--- src/rtl/pc_stack_unit.sv ---
// Fetch-stage program counter with hold, increment, absolute load, relative branch
// and call/return through a circular hardware return-address stack.
module pc_stack_unit #(
    parameter int                ADDR_W    = 5,
    parameter logic [ADDR_W-1:0] RESET_VEC = '0,
    parameter int                RAS_DEPTH = 4
) (
    input  logic              clk,
    input  logic              rst,
    input  logic              en,
    input  logic              load,
    input  logic [ADDR_W-1:0] data_in,
    input  logic              branch,
    input  logic [ADDR_W-1:0] offset,
    input  logic              call,
    input  logic              ret,
    output logic [ADDR_W-1:0] pc_count,
    output logic              ras_empty,
    output logic              ras_full,
    output logic              ras_err
);
    localparam int CNT_W = $clog2(RAS_DEPTH + 1);
    localparam int PTR_W = $clog2(RAS_DEPTH);

    logic [ADDR_W-1:0] r_stack [RAS_DEPTH];
    logic [PTR_W-1:0]  r_wp;
    logic [CNT_W-1:0]  r_count;

    logic [ADDR_W-1:0] w_pc_inc;
    logic [PTR_W-1:0]  w_wp_inc;
    logic [PTR_W-1:0]  w_wp_dec;
    logic              w_is_empty;
    logic              w_is_full;
    logic              w_push;

    // r_wp is the next slot to write; when full it also points at the oldest entry,
    // so an overflowing push overwrites exactly the entry that must be discarded.
    assign w_pc_inc   = pc_count + ADDR_W'(1);
    assign w_wp_inc   = (r_wp == PTR_W'(RAS_DEPTH - 1)) ? '0 : r_wp + PTR_W'(1);
    assign w_wp_dec   = (r_wp == '0) ? PTR_W'(RAS_DEPTH - 1) : r_wp - PTR_W'(1);
    assign w_is_empty = (r_count == '0);
    assign w_is_full  = (r_count == CNT_W'(RAS_DEPTH));
    assign w_push     = !rst && en && !ret && call;

    always_ff @(posedge clk) begin
        if (w_push) begin
            r_stack[r_wp] <= w_pc_inc;
        end
    end

    always_ff @(posedge clk or posedge rst) begin
        if (rst) begin
            pc_count  <= RESET_VEC;
            r_wp      <= '0;
            r_count   <= '0;
            ras_empty <= 1'b1;
            ras_full  <= 1'b0;
            ras_err   <= 1'b0;
        end else if (!en) begin
            ras_err <= 1'b0;
        end else begin
            ras_err <= 1'b0;
            if (ret) begin
                if (w_is_empty) begin
                    pc_count <= w_pc_inc;
                    ras_err  <= 1'b1;
                end else begin
                    pc_count  <= r_stack[w_wp_dec];
                    r_wp      <= w_wp_dec;
                    r_count   <= r_count - CNT_W'(1);
                    ras_empty <= (r_count == CNT_W'(1));
                    ras_full  <= 1'b0;
                end
            end else if (call) begin
                pc_count <= data_in;
                r_wp     <= w_wp_inc;
                if (w_is_full) begin
                    ras_err <= 1'b1;
                end else begin
                    r_count   <= r_count + CNT_W'(1);
                    ras_empty <= 1'b0;
                    ras_full  <= (r_count == CNT_W'(RAS_DEPTH - 1));
                end
            end else if (load) begin
                pc_count <= data_in;
            end else if (branch) begin
                pc_count <= pc_count + offset;
            end else begin
                pc_count <= w_pc_inc;
            end
        end
    end
endmodule

--- config.mk ---
export PLATFORM = sky130hd
export DESIGN_NAME = pc_stack_unit
export DESIGN_NICKNAME = d
export VERILOG_FILES = /design/src/rtl/pc_stack_unit.sv
export SDC_FILE = /design/constraint.sdc
export NUM_CORES = 1
export LEC_CHECK = 0
export CAP_MARGIN = 10
export CORE_UTILIZATION = 51
export DETAILED_ROUTE_END_ITERATION = 6
export PLACE_DENSITY = 0.8
export SLEW_MARGIN = 10
export SYNTH_ARGS = -nofsm -noshare
export SYNTH_HDL_FRONTEND = slang
export SYNTH_SLANG_ARGS = --single-unit
--- constraint.sdc ---
create_clock -name clk -period 2.4 [get_ports clk]
set_input_delay 0.24 -clock clk [delete_from_list [all_inputs] [get_ports clk]]
set_output_delay 0.24 -clock clk [all_outputs]
set_load 0.01 [all_outputs]
Yosys cells after proc, flatten, opt, wreduce, memory -nomap -nowiden
Memory sizes are Yosys's and may differ from the RTL's. Cells that the tools add are included.

Logic and storage cells: 58. Register bits after elaboration: 13. RAM bits: 20. Memories: 1. Input bits: 17. Output and inout bits: 8.

Memories: r_stack (words 4, bits a word 5, rd ports 1, clocked after memory_dff 0, write ports 1, RTL line 25) `logic [ADDR_W-1:0] r_stack [RAS_DEPTH];`.

Multiplexer cells: 29. Add/sub/neg operators: 6. Equal/unequal tests: 6. Reduce and logical (&&, ||, !) cells: 10.

Operators with widths (number): $mux 5 (5); $mux 1 (15); $mux 3 (4); $mux 2 (5); $add 5x1->5 const B (1); $add 5x5->5 (1); $ne 2x2->1 const B (2); $reduce_and 4->1 (1); $add 3x1->3 const B (1); $eq 3x1->1 const B (1); $eq 3x2->1 const B (1); $eq 3x3->1 const B (1); $logic_and 1x1->1 (3); $logic_not 3->1 (1); $reduce_and 3->1 (1); $sub 3x1->3 const B (1); $add 2x1->2 const B (1); $eq 2x2->1 const B (1); $logic_not 1->1 (2); $logic_not 2->1 (1); $reduce_bool 2->1 (1); $sub 2x1->2 const B (1).

Depth between registers and ports, before layout
Gate-level depths: netlist (run 1).

Depth in word-level cells: 6. Mapped depth: 8. Gate-level depth less buffers: 7.

Worst setup path after synthesis (run 1)
OpenSTA, ideal clock, no wires.

Path type: register -> register. Start: register pc_count[0]. End: register pc_count[4]. Cell stages (with the launch flop): 8. Arrival time: 1.790 ns. Required time: 2.280 ns. Period minus slack after synthesis: 1.910 ns. Buffers on the path: 0. Setup time: 0.120 ns. Setup slack: 0.490 ns. Path through: dfrtp_1 -> ha_1 -> fa_1 -> a21oi_1 -> and4b_1 -> nor3_1 -> xnor2_1 -> a31o_1.

Cells in the longest elaborated chain, start to end: 5. Elaborated cells between the ends (all ways): 7. Those cells by class: add/sub: 2; mux: 5.

Ends and longest elaborated chain: start, declared (RTL line 17) `output logic [ADDR_W-1:0] pc_count,`; start signal, assigned (RTL line 65) `pc_count <= w_pc_inc;`; start signal, assigned (RTL line 68) `pc_count <= r_stack[w_wp_dec];`; start signal, assigned (RTL line 75) `pc_count <= data_in;`; $add 5x1->5 or $add 5x5->5 (tied branches) (RTL line 38, 87); $mux 5 (RTL line 86) `end else if (branch) begin`; $mux 5 (RTL line 84) `end else if (load) begin`; $mux 5 (RTL line 74) `end else if (call) begin`; $mux 5 * (RTL line 63) `if (ret) begin`.

Every way passes the cells marked *; elsewhere a longest branch is shown, timed or not. A chain may end at the register's enable or synchronous reset.

Worst setup path in the final report (run 1)
Same ends and word-level chain as after synthesis.

==> results.cfg, run 1 <==
[outcome]
outcome = completed

[timing]
period_share_pct = 86.83
drv_slew = 0
finalSetupTns_ns = 0
rsz0062_at_grt = false
tightestPinTransition_ns = 0.4635
finClkSkew_ns = 0.007830
relSlewSlack_pct = 69.00
max_freq_mhz = 479.9
setup_viol_count_final = 0
hold_violations = 0
fin_crit_ns = 2.084

[die]
start_util_pct = 55.19
rows = 21
coreArea_mm2 = 0.003468
fp.dieH_um = 63.27
ios = 25
die_area_mm2 = 0.004002
die_w_um = 63.27

[clock_network]
cts_tree = done
cts.sinks = 33
cts_max_level = 2
clock_latency_ns = 0.29
post-cts-setup-buffers = 0
clockBufferDepth = 2
clk_pin_slew_worst_paths_ns = 0.07
cts_root_buf = clkbuf_8
cts_hold_buf = 0
cts-resized-gates = 0
cts_buffers = 5

[drt]
antenna_left = 0
wl_per_cell_um = 15.71
first_pass_iters = 4
vias_per_cell = 5.523
drt_iter0_drc = 72
num_vias = 1331
detail_route.drc_violations = 0
wl_um = 3786

[power_and_ir_drop]
intPower_mw = 1.614
power_density_mw_per_mm2 = 1088
finalPower_mw = 2.512
combPwrFrac_pct = 43.7
swShare_pct = 35.75
seqPwrFrac_pct = 36.3
power.switching_mw = 0.8981
vdd_drop_max_v = 0.0005358
power_frac_clock_pct = 20.0
p_leak_nw = 0.9222

[global_route]
grt_util_all_layers_pct = 21.75
grt_pass1_wl_um = 6403
grt_overflow_total = 0
grt_max_degree = 14
antenna_found_initial = 0
grt_pass1_vias = 1374

[synth]
syn_nets = 197
syn_avg_cell_area_um2 = 11.60
synth_top_area_share_pct = 31.37
yosysTopAreaCell = edfxtp_1
syn-cell-area_mm2 = 0.001914
synthTopCellsByArea = edfxtp_1, dfrtp_1, ha_1
ys_ff_latch = 33
synthFlopType = edfxtp_1
synthDistinctLibCells = 41
ys_seq_area_share_pct = 48.43
synth_edf_count = 20
ys_warn_count = 0
ys_async_sr_fraction_pct = 39.39
syn_inst = 165

[finish]
instances_no_fill = 241
drive_gt1_share_pct = 9.744
area_growth_pct = 20.65
stdcell_area_mm2 = 0.002310
nNetsFinal = 226
diodes = 0

[setup_path]
cpPeakStageDelay_ns = 0.45
r2r_cells = 7
crit_path_max_fanout = 7
path_class = reg2reg
slowest_stage = dfrtp_1
crit_path_frequent_cell = nor3_1
crit_path_start_kind = flop
crit_chain = ha_1 > fa_1 > a21oi_1 > nor3_1 > nor3_1 > xnor2_1 > a31o_1
end_kind = flop
rrSetupSlack_ns = 0.32
cp.required_ns = 2.58
worstPathArrival_ns = 2.27

[hold_path]
min_path_type = in2async

[placed_design]
dp_cells = 233
gp_congestion = 0.8439
dp_hpwl_um = 2801
io_buffer_count = 24
post_dp_cell_area_mm2 = 0.002200

[flow_run]
drv_cap = 0
final cells by class:
type | count | area [um^2]
Clock buffer | 5 | 68.82
Clock inverter | 3 | 41.29
Fill cell | 253 | 1159
Inverter | 11 | 41.29
Multi-Input combinational cell | 115 | 903.4
Sequential cell | 33 | 927.1
Tap cell | 46 | 57.56
Timing Repair Buffer | 28 | 270.3
cells in the mapped netlist (all sizes together), types with 2 or more instances:
library cell  instances
a21o                  2
dfrtp                12
and2                  4
o221ai                2
a31oi                 3
a211oi                2
nand3b                2
and3                  2
xor2                  5
xnor2                 5
a21oi                 9
mux4                  5
buf                   3
edfxtp               20
nand2                14
inv                  11
nor2                  9
o211ai                3
clkbuf                3
ha                   14
nor3                  3
nand3                 3
o21ai                14
mux2i                 3
path summary, 6_finish.rpt:
path,startpoint,end
worst max-delay path,pc_count[0],pc_count[4]
worst min-delay path,rst,pc_count[4]
worst max register to register,pc_count[0],pc_count[4]
worst min register to register,ras_empty,ras_empty
max in group asynchronous,rst,ras_empty
min in group clk,ras_empty,ras_empty
state kept, by name, indices dropped and copies added, names as in the netlist:
name / count
r_wp: 2
r_count: 3
ras_full: 1
ras_empty: 1
r_stack: 20
ras_err: 1
pc_count: 5
worst max-delay path, delay by kind of cell, from the launching register on:
family | cells | cell delay (ns)
adders and majority gates | 2 | 0.64
DFF | 1 | 0.45
AOI/OAI and AO/OA | 2 | 0.40
and+or+nand+nor | 2 | 0.36
xor gates and xnor gates | 1 | 0.12
power by group through the flow:
stage / sequential (mW) / combinational [mW] / clock, mW
2_1_floorplan: 0.903 / 0.784 / 0
3_3_place_gp: 0.908 / 1.02 / 0
3_5_place_dp: 0.922 / 1.08 / 0
4_1_cts: 0.912 / 1.10 / 0.516
5_1_grt: 0.932 / 1.21 / 0.544
6_report: 0.913 / 1.10 / 0.503
metrics by stage:
step	hold WS [ns]	setup WS (ns)	utilization (%)
final	0.2644	0.3161	66.59
after global placement	0.4740	0.2570	63.42
after global routing	0.3030	0.2094	66.59
after floorplan	0.1215	0.4904	-
after detailed placement	0.4911	0.1156	63.42
after CTS	0.2735	0.3169	66.59
cells in the final DEF (no fill, tap or decap), drive strengths merged, types with 2 or more instances in the layout:
cell type / synthesis / final
a31oi: 3 / 3
buf: 3 / 4
nand3b: 2 / 2
ha: 14 / 14
edfxtp: 20 / 20
nor2: 9 / 9
clkdlybuf4s50: 0 / 24
o21ai: 14 / 14
nand3: 3 / 3
nor3: 3 / 3
mux4: 5 / 5
a211oi: 2 / 2
a21oi: 9 / 9
xor2: 5 / 5
and3: 2 / 2
o211ai: 3 / 3
o221ai: 2 / 2
inv: 11 / 11
mux2i: 3 / 3
nand2: 14 / 14
dfrtp: 12 / 12
xnor2: 5 / 5
and2: 4 / 4
a21o: 2 / 2
clkbuf: 3 / 5
logic make-up (layout without fill, tap and decap cells):
family | after synthesis | in the layout | share of synthesized area, %
xor gates and xnor gates | 10 | 10 | 4.575
AOI/OAI and AO/OA | 39 | 39 | 12.55
adders and majority gates | 15 | 15 | 10.20
and+or+nand+nor | 43 | 43 | 11.83
DFF | 33 | 33 | 48.43
muxes | 8 | 8 | 8.039
buffers and inverters | 17 | 47 | 4.379
per-layer routing:
| metal | GRT usage [%] | share of wire, % | wire, um | vias up |
|---|---|---|---|---|
| met5 | 0 | 0 | 0 | - |
| met4 | 10.51 | 2.4 | 91 | 0 |
| met3 | 6.703 | 5.3 | 199 | 9 |
| met2 | 35.22 | 48 | 1810 | 40 |
| met1 | 26.32 | 44 | 1683 | 621 |
| li1 | - | - | - | 661 |
No activity file was read; power rests on OpenSTA's default activity.
==> inputs of run 2 (changes only) <==
TNS_END_PERCENT = 1   (was not set)
==> results of run 2 <==
No change in the layout: final DEF, timing and power equal those of run 1.
==> inputs of run 3 (changes only) <==
CORE_ASPECT_RATIO = 0.7   (was not set)
CTS_CLUSTER_DIAMETER = 50   (was not set)
==> run 3 against run 2 <==
  * Critical path type unchanged
  * Critical endpoint is now pc_count[0]
  * Critical path depth unchanged
  * Sequential cell count did not move
  * Highest routed layer unchanged
  * Sequential power barely moved
==> results.cfg, run 3 (synthesis gave the netlist of run 1 again) <==
[outcome]
outcome = completed

[finish]
final_common_cell = clkdlybuf4s50_1
final_core_util_pct = 65.19
largest_reg_flops = 20
area_growth_pct = 21.18
n_fill_cell = 290
diodes = 0
final_cell_mix = clkdlybuf4s50_1, edfxtp_1, nand2_1, o21ai_0, ha_1
drive_gt1_share_pct = 10.26
largest_registers = r_stack (20), pc_count (5), r_count (3)
register_area_um2 = 927.1
nNetsFinal = 226
multiInputGateArea_um2 = 903.4
regMostFlops = r_stack

[timing]
period_share_pct = 86.80
setup_viol_count_final = 0
relSlewSlack_pct = 66.98
tightestPinTransition_ns = 0.4937
finClkSkew_ns = 0.005599
max_freq_mhz = 480.1
hold_violations = 0
rsz0062_at_grt = false
fin_crit_ns = 2.083
finalSetupTns_ns = 0
drv_slew = 0

[clock_network]
cts_buffers = 5
cts_max_level = 2
clock_latency_ns = 0.29
cts_hold_buf = 0
cts_tree = done
cts.sinks = 33
clk_pin_slew_worst_paths_ns = 0.07
cts_root_buf = clkbuf_8
clockBufferDepth = 2
post-cts-setup-buffers = 0
cts-resized-gates = 0

[drt]
drt_iter0_drc = 176
wl_per_cell_um = 16.22
wl_um = 3973
first_pass_iters = 4
num_vias = 1342
antenna_left = 0
vias_per_cell = 5.478
detail_route.drc_violations = 0

[die]
die_area_mm2 = 0.004006
die_w_um = 75.23
rows = 18
ios = 25
coreArea_mm2 = 0.003558
start_util_pct = 53.80
fp.dieH_um = 53.26

[setup_path]
cpPeakStageDelay_ns = 0.55
critical-path-top-delay-family = multiplexers
slowest_stage = mux4_2
crit_chain = inv_1 > ha_1 > nor2b_4 > mux4_2 > a21o_1 > o21ai_0 > a22oi_1
cp.required_ns = 2.57
crit_path_start_kind = flop
crit_buf_inv = 1
path_class = reg2reg
end_kind = flop
worstPathArrival_ns = 2.25
crit_path_max_fanout = 5

[placed_design]
dp_hpwl_um = 3003
io_buffer_count = 24
gp_congestion = 0.8166

[power_and_ir_drop]
power_density_mw_per_mm2 = 1103
p_leak_nw = 0.9248
vdd_drop_max_v = 0.0006654

[global_route]
grt_overflow_total = 0
grt_util_all_layers_pct = 22.05
grt_max_degree = 14
grt_pass1_wl_um = 6037
antenna_found_initial = 0
grt_pass1_vias = 1314

[hold_path]
min_path_type = in2async

[flow_run]
drv_cap = 0
[run 3: metal layers]
layer | global-route usage (%) | up-vias | routed length (um)
met5 | 0 | - | 0
met4 | 8.951 | 0 | 47
met3 | 6.286 | 8 | 312
met2 | 35.29 | 50 | 1832
met1 | 28.34 | 622 | 1781
li1 | - | 662 | -
[run 3: area by class of cell]
cell class	count	share of cell area [%]
multi-input cells	115	38.94
inverters	11	1.780
well taps	50	2.697
clock buffers	5	2.967
flip-flops and latches	33	39.97
repair buffers	28	11.65
clock inverters	3	1.996
[run 3: where the power goes]
part	internal (mW)	leakage, nW	switching, mW
Combinational	0.525	0.534	0.596
Sequential	0.787	0.336	0.128
Clock	0.310	0.0543	0.215
[run 3: metrics by stage]
step | worst slack [ns] | hold slack, ns | instances | cell area, um^2 | power, mW
final | 0.3169 | 0.2842 | 245 | 2320 | 2.560
after global routing | 0.2077 | 0.3024 | 245 | 2320 | 2.730
after CTS | 0.3173 | 0.2868 | 245 | 2320 | 2.569
after detailed placement | 0.2048 | 0.4809 | 237 | 2205 | 2.033
after global placement | 0.2571 | 0.4746 | 237 | 2205 | 1.952
after floorplan | 0.4904 | 0.1215 | 165 | 1914 | 1.687
[run 3: worst register-to-register path, cell delays in order, from the launching register on]
cell and delay, ns:
dfrtp_1 0.42, inv_1 0.12, ha_1 0.28, nor2b_4 0.24, mux4_2 0.55, a21o_1 0.18, o21ai_0 0.08, a22oi_1 0.09
[run 3: final timing paths]
check                                from           to  slack, ns  cells past startpoint
worst max-delay path              r_wp[0]  pc_count[0]       0.32                      7
worst min-delay path                  rst  pc_count[1]       0.28                      3
worst max register to register    r_wp[0]  pc_count[0]       0.32                      7
worst min register to register  ras_empty    ras_empty       0.49                      2
max in group asynchronous             rst    ras_empty       1.88                      3
min in group clk                ras_empty    ras_empty       0.49                      2
